===== src/rtl/ptw_mem_arbiter_pkg.sv =====
// Shared definitions for the PTW memory arbiter: FSM state codes, grant index type, AXI OKAY code.
// These are the PtwArbStruct definitions shared by the immu/dmmu walker paths.
package ptw_mem_arbiter_pkg;

   typedef logic [1:0] state_t;
   localparam state_t IDLE = 2'd0;
   localparam state_t ADDR = 2'd1;
   localparam state_t DATA = 2'd2;
   localparam state_t DONE = 2'd3;

   // 0 = immu walker, 1 = dmmu walker
   typedef logic grant_t;

   localparam logic [1:0] RESP_OKAY = 2'b00;

endpackage


===== src/rtl/ptw_mem_arbiter_pick.sv =====
// Combinational grant selection between the two walkers.
// PTW_ARB_RR_EN selects round-robin on ties; otherwise dmmu has fixed priority.
module ptw_arb_pick
   import ptw_mem_arbiter_pkg::*;
(
   input  logic [1:0] req,
   input  grant_t     last,
   output grant_t     grant,
   output logic       grant_vld
);

   assign grant_vld = |req;

`ifdef PTW_ARB_RR_EN
   // On a tie the walker that was not granted last time wins.
   always_comb begin
      grant = req[1];
      if (req == 2'b11)
         grant = ~last;
   end
`else
   logic unused_last;
   assign unused_last = last;
   assign grant       = req[1];
`endif

endmodule


===== src/rtl/ptw_mem_arbiter.sv =====
// Shares one read-only valid/ready memory channel between the immu and dmmu page-table walkers.
// Optional PTW_ARB_RR_EN: round-robin tie-break instead of fixed dmmu priority.
module ptw_mem_arbiter
   import ptw_mem_arbiter_pkg::*;
#(
   parameter int ADDR_WIDTH = 64,
   parameter int DATA_WIDTH = 64
)
(
   input  logic                  clk,
   input  logic                  rstn,
   input  logic [1:0]            req,
   input  logic [ADDR_WIDTH-1:0] addr0,
   input  logic [ADDR_WIDTH-1:0] addr1,
   output logic [1:0]            ack,
   output logic [DATA_WIDTH-1:0] rdata,
   output logic                  err,
   output logic                  r_request_valid,
   input  logic                  r_request_ready,
   output logic [ADDR_WIDTH-1:0] r_request_addr,
   input  logic                  r_reply_valid,
   output logic                  r_reply_ready,
   input  logic [DATA_WIDTH-1:0] r_reply_data,
   input  logic [1:0]            r_reply_resp
);

   state_t                state;
   grant_t                grant;
   grant_t                pick_idx;
   grant_t                last;
   logic                  pick_vld;
   logic [ADDR_WIDTH-1:0] addr_q;
   logic [DATA_WIDTH-1:0] rdata_q;
   logic                  err_q;

`ifdef PTW_ARB_RR_EN
   always_ff @(posedge clk) begin
      if (!rstn)
         last <= 1'b1;
      else if (state == IDLE && pick_vld)
         last <= pick_idx;
   end
`else
   assign last = 1'b1;
`endif

   ptw_arb_pick u_pick (
      .req       (req),
      .last      (last),
      .grant     (pick_idx),
      .grant_vld (pick_vld)
   );

   always_ff @(posedge clk) begin
      if (!rstn) begin
         state   <= IDLE;
         grant   <= 1'b0;
         addr_q  <= '0;
         rdata_q <= '0;
         err_q   <= 1'b0;
      end else begin
         case (state)
            IDLE: if (pick_vld) begin
               grant  <= pick_idx;
               addr_q <= pick_idx ? addr1 : addr0;
               state  <= ADDR;
            end
            ADDR: if (r_request_ready) state <= DATA;
            DATA: if (r_reply_valid) begin
               rdata_q <= r_reply_data;
               err_q   <= (r_reply_resp != RESP_OKAY);
               state   <= DONE;
            end
            default: state <= IDLE;
         endcase
      end
   end

   // All outputs decode registered state, so nothing from req reaches the memory side combinationally.
   assign r_request_valid = (state == ADDR);
   assign r_request_addr  = addr_q;
   assign r_reply_ready   = (state == DATA);
   assign ack             = (state == DONE) ? (grant ? 2'b10 : 2'b01) : 2'b00;
   assign rdata           = rdata_q;
   assign err             = (state == DONE) & err_q;

endmodule


===== config.mk =====
export PLATFORM = sky130hd
export DESIGN_NAME = ptw_mem_arbiter
export DESIGN_NICKNAME = d
export VERILOG_FILES = /design/src/rtl/ptw_mem_arbiter_pkg.sv /design/src/rtl/ptw_mem_arbiter_pick.sv /design/src/rtl/ptw_mem_arbiter.sv
export SDC_FILE = /design/constraint.sdc
export NUM_CORES = 1
export LEC_CHECK = 0
export CAP_MARGIN = 30
export CORE_AREA = 2 2 128 130
export CTS_BUF_LIST = sky130_fd_sc_hd__clkbuf_4
export CTS_CLUSTER_SIZE = 24
export DETAILED_ROUTE_END_ITERATION = 6
export DIE_AREA = 0 0 130 132
export GPL_ROUTABILITY_DRIVEN = 1
export PLACE_DENSITY = 0.85
export SYNTH_ARGS = -nofsm -noshare
export SYNTH_HDL_FRONTEND = slang
export SYNTH_SLANG_ARGS = --single-unit

===== constraint.sdc =====
create_clock -name clk -period 1.61 [get_ports clk]
set_input_delay 0.322 -clock clk [delete_from_list [all_inputs] [get_ports clk]]
set_output_delay 0.322 -clock clk [all_outputs]
set_load 0.01 [all_outputs]

======== Yosys cells after proc, flatten, opt, wreduce, memory -nomap -nowiden ========
Index checks and enable logic that the tools add are counted.
storage, ports and cells
  register bits ........................... 132
  latch bits .............................. 0
  bits in writable memories ............... 0
  bits in read-only memories .............. 0
  input bits .............................. 200
  output and inout bits ................... 133
  logic and storage cells ................. 25
  memories ................................ 0
operators by class
  $add $sub $neg .......................... 0
  multiply operators ...................... 0
  div/mod/pow operators ................... 0
  magnitude comparators ................... 0
  eq/ne operators ......................... 6
  shift operators ......................... 0
  multiplexer cells ....................... 7
  bitwise logic cells ..................... 1
  reduce and logical (&&, ||, !) cells .... 6
operators with widths
  cell                                                                    number
  64-bit two-way mux                                                      1
  2-bit two-way mux                                                       5
  2-bit case mux with 3 select lines                                      1
  2-bit equality test (second input constant)                             2
  2-bit != test (second input constant)                                   2
  2-bit AND reduction                                                     2
  3-bit AND reduction                                                     1
  2-bit by 1-bit equality test with 1-bit output (second input constant)  1
  2-bit zero test                                                         1
  2-bit by 1-bit != test with 1-bit output (second input constant)        1
  2-bit nonzero test                                                      1
  2-bit OR reduction                                                      1
  1-bit AND                                                               1

======== Depth between registers and ports, before layout ========
  depth in word-level cells ............... 3
  depth in mapped cells ................... 7
  gate-level depth less buffers ........... 5

======== By module ========
From an unflattened synthesis, not the netlist that was laid out.
second synthesis, totals
  cells, all modules ...................... 594
  area total of the unflattened synthesis .. 5,614.1 um^2
by module, submodules not included
  module           times used  cells each  area an instance (um^2)  seq. area each (um^2)
  ptw_mem_arbiter  1           592         5,600.4                  2,642.5
  ptw_arb_pick     1           2           13.8                     0.0

======== Worst setup path before layout ========
OpenSTA, ideal clock, no wires.
  kind .................................... reg2reg
  from .................................... register state[0]
  to ...................................... register rdata_q[33] (netlist: rdata[33])
  library setup time ...................... 76 ps
  arrival time ............................ 1,390 ps
  data required time ...................... 1,534 ps
  setup slack ............................. 144 ps
  cell stages (with the launch flop) ...... 8
  buffers on the path ..................... 2
  period minus slack after synthesis ...... 1,466 ps
  cell sequence ........................... dfxtp_1 -> inv_1 -> ha_1 -> nand2_1 -> buf_4 -> clkbuf_1 -> nand2_1 -> a21boi_0
on the way
  longest elaborated chain between the ends .. 2
RTL lines
  element                        line                   source
  from (decl)                    ptw_mem_arbiter.sv:27  state_t state;
  from (signal assigned)         ptw_mem_arbiter.sv:56  state <= IDLE;
  from (signal assigned)         ptw_mem_arbiter.sv:66  state <= ADDR;
  from (signal assigned)         ptw_mem_arbiter.sv:68  ADDR: if (r_request_ready) state <= DATA;
  2-bit equality test            --
  via r_reply_ready              ptw_mem_arbiter.sv:22  output logic r_reply_ready,
  2-bit AND reduction (no line)  --
  to (signal assigned)           ptw_mem_arbiter.sv:70  rdata_q <= r_reply_data;
  to (decl)                      ptw_mem_arbiter.sv:33  logic [DATA_WIDTH-1:0] rdata_q;
The timed path passes the listed nets, and every way through them passes these cells.
A chain may end at the register's enable or synchronous reset.

======== Final worst setup path ========
  from .................................... register state[1]
  to ...................................... output port r_reply_ready
on the way
  longest elaborated chain between the ends .. 1
RTL lines
  element              line                   source
  2-bit equality test  ptw_mem_arbiter.sv:82  assign r_reply_ready = (state == DATA);
  to (decl)            ptw_mem_arbiter.sv:22
No other way between the ends.

==> results.md <==
- The critical path contains buffers and inverters numbering 2 combined.
- The count of mapped cells out of synthesis is 593.
- The worst register-to-register path begins at state[1]$_SDFFE_PN0P_.
- For the finished layout, the period the worst path requires is 1670 ps.
- The H-tree level count is 4.
- The overflow left after global routing is 0.
- At the worst endpoint, the arrival time is 1350 ps.
- CTS placed an instance of clkbuf_4 at the clock tree root.
- The final number of hold-violating endpoints is 0.
- Compared with the post-synthesis result, the final layout area differs by 68.9%.
- The sum of net half-perimeters after detailed placement is 13300 um.
- Across the VDD grid, the largest voltage drop is 0.643 mV.
- Measured on the finished design, the core utilization comes to 61.0%.
- The top-level I/O count is 333.
- The count of filler cells inserted in the layout is 1362.
- The max-slew violation count is 0.
- Clock tree synthesis inserted a total of 17 buffers.
- The clock latency at the later pin of the worst-skew pair is 560 ps.
- Of the cells placed in the final design, the portion with a size suffix greater than 1 is 9.16%.
- For this block, the routed nets add up to 17600 um of wire.
- The starting density of the core is 36.1%.
- The number of routed nets with antenna violations is 0.
- After clock tree synthesis, the clock-pin slew on the worst setup and hold paths is 120 ps.
- Traced cell by cell, the critical path runs through buf_4, ha_4, buf_6.
- The first global-routing pass estimated 26900 um of wire.
- After synthesis the netlist holds a flip-flop and latch count of 132.
- The worst setup path is captured at an output port.
- The power density over cell area is 1240 mW/mm2.
- The largest fanout on the critical path is 3.
- Setup slack on the critical path of the routed design comes to -64.8 ps.
- In this run the deepest clock path goes through 2 buffers.
- The library cell used most frequently in the layout, excluding fill and tap cells, is clkdlybuf4s50_1.
- The number of sinks on the clock net is 132.
- The initial antenna violation count came to 0.
- The unique cell type count in the Yosys netlist is 20.
- The worst setup path is launched from a register.
- The first detailed-routing pass ran for 7 iterations.
- The post-synthesis cell area is 0.00568 mm2.
- In the synthesized netlist the dominant register cell turns out to be dfxtp_1.
- The internal portion of the total power is 8.05 mW.
- The final reports fail on setup timing.
- Among all stages on the critical path, the largest delay is contributed by dfxtp_4.
- The post-route DRC violation count is 0.
- The floorplan has 46 rows.
- The post-synthesis sequential area ratio is 46.5%.
- The chip height is 132 um.
- The multi-input combinational cells in the finished layout cover a total of 0.00274 mm2.
- The async set or reset register ratio after synthesis is 0%.
- The reported net switching power is 3.84 mW.
- The startpoint-to-endpoint class of the critical path is register to output port.
- Of the available clock period, the critical path in the final layout requires 104%.
- The per-cell via count in the routed design is 4.73.
- The number of global-route vias before repair came to 5453.
- After synthesis, the mean cell area works out to 9.57 um2.
- The worst hold path belongs to the class input port to register.
- In this design, the stage delay of the slowest critical-path cell is 380 ps.
- The number of DRC markers after the initial detailed-route iteration is 208.
- Timing analysis after detailed placement gives a worst setup slack of -32.4 ps.
- During placement, the flow inserted port buffers numbering 332.
- The top cell types in the final layout, fill and taps aside, are 197 x clkdlybuf4s50_1, 195 x nand2_1, 129 x dfxtp_1, 124 x dlygate4sd2_1, 65 x mux2i_1.
- Combinational logic burns 38.6% of the power.
- The horizontal extent of the die is 130 um.
- The critical hold path startpoint is rstn.
- Entering global routing, the biggest net connects 57 pins.
- The synthesized netlist net count is 797.
- Of the total power, the share spent switching nets is 32.3%.
- For the pin with the worst max-slew slack, the measured transition is 287 ps.
- Across all layers, the routed design uses 5460 vias.
- The core footprint is 0.0157 mm2.
- Setup repair after global routing could not meet its margin everywhere.
- The global-route usage over all layers is 19.7%.
- Broken down by cell family, the worst path's largest delay share belongs to flip-flops.
- The static power due to leakage is 4.76 nW.
- Per report_power, the sequential group accounts for 36.7% of the total.
- The floorplan step defined a die boundary enclosing 0.0172 mm2.
- The count of yosys warnings during synthesis is 0.
- Max-cap violations in this run came to 0.
- The area taken by flip-flops and latches is 0.00265 mm2.
- The net count of the finished layout is 1132.
- TritonCTS built the clock tree.
- The flow ran to the end, but the final reports show violations.
- The share of total power dissipated in the clock network is 24.6%.
- The final weighted congestion of routability-driven global placement is 0.760.
- The setup-violating endpoint count in the final report is 5.
- The worst slew margin relative to its limit is 80.8%.
- The most critical setup path has its startpoint at state[1]$_SDFFE_PN0P_.
- The count of inserted antenna diode cells is 0.
- The required time at the worst-slack endpoint is 1290 ps.
- The fmax is 0.597 GHz.
- In this run, synthesis inferred 0 flip-flops with an integrated enable.
- Across the routed clock network, the largest skew measured is 16.6 ps.
- Dividing the detail-routed wire length by the instance count gives 15.2 um.
-- kinds of logic after synthesis --
family                     synth area share (%)
buffers and inverters                      6.59
AOI/OAI and AO/OA                          20.6
and+or+nand+nor                            14.0
adders and majority gates                 0.881
DFF                                        46.5
muxes                                      11.5
-- Yosys cell counts (all sizes together) (2+ instances only) --
| cell type | count | area share (%) |
|---|---|---|
| buf | 37 | 5.5 |
| clkbuf | 13 | 0.86 |
| and2 | 3 | 0.33 |
| nor2b | 3 | 0.33 |
| inv | 3 | 0.20 |
| o21a | 2 | 0.26 |
| a21boi | 64 | 8.5 |
| nand2 | 196 | 13 |
| nor2 | 2 | 0.13 |
| dfxtp | 132 | 47 |
| mux2i | 65 | 11 |
| ha | 4 | 0.88 |
| o211a | 64 | 11 |
-- power groups by stage --
stage	logic [mW]	registers, mW	clock network [mW]
detailed placement	4.79	4.43	0
finish	4.59	4.37	2.93
floorplan	2.18	4.71	0
global placement	4.69	4.40	0
global route	5.00	4.45	3.13
CTS	4.40	4.34	3.00
-- registers in the layout, indices dropped and copies added, names as in the netlist --
name,flops
err_q,1
grant,1
r_request_addr,64
rdata,64
state,2
-- timing repair --
| item | 4_1_cts | 5_1_grt |
|---|---|---|
| buffers inserted | 2 | 5 |
| gates cloned | 0 | 1 |
| endpoints found under the hold margin | 0 | 0 |
| gates resized for setup | 154 | 26 |
| endpoints found under the setup margin | 133 | 48 |
| hold buffers | 0 | 0 |
| pin swaps | 0 | 2 |
-- routing by layer --
| metal | vias to the layer above | track usage [%] | wire length [um] |
|---|---|---|---|
| met5 | - | 0 | 0 |
| met4 | 0 | 8.30 | 516 |
| met3 | 36 | 7.06 | 1590 |
| met2 | 247 | 34.5 | 8760 |
| met1 | 2480 | 21.3 | 6700 |
| li1 | 2697 | - | - |
-- path summary, 6_finish.rpt --
path	slack, ps	end	depth (start not counted)
worst max-delay path	-60	r_reply_ready	3
worst min-delay path	150	rdata[36]$_SDFFE_PN0P_	2
worst max register to register	90	rdata[23]$_SDFFE_PN0P_	7
worst min register to register	470	rdata[60]$_SDFFE_PN0P_	2
-- metrics by stage --
| step | power (mW) | std cells | TNS, ps | hold WS [ps] | cell area [um2] |
|---|---|---|---|---|---|
| after global routing | 12.6 | 1155 | -703 | 109 | 9590 |
| final | 11.9 | 1155 | -281 | 147 | 9590 |
| after global placement | 9.09 | 1118 | 0 | 449 | 9220 |
| after floorplan | 6.90 | 593 | 0 | 467 | 5680 |
| after detailed placement | 9.22 | 1118 | -349 | 455 | 9220 |
| after CTS | 11.7 | 1149 | -640 | 117 | 9460 |
-- cell type report --
type / instances / area share (%)
well taps: 216 / 2.82
clock buffers: 17 / 1.33
flip-flops and latches: 132 / 27.6
inverters: 3 / 0.143
clock inverters: 13 / 2.67
repair buffers: 365 / 36.8
multi-input cells: 409 / 28.6
Power figures use the tool's default switching activity.
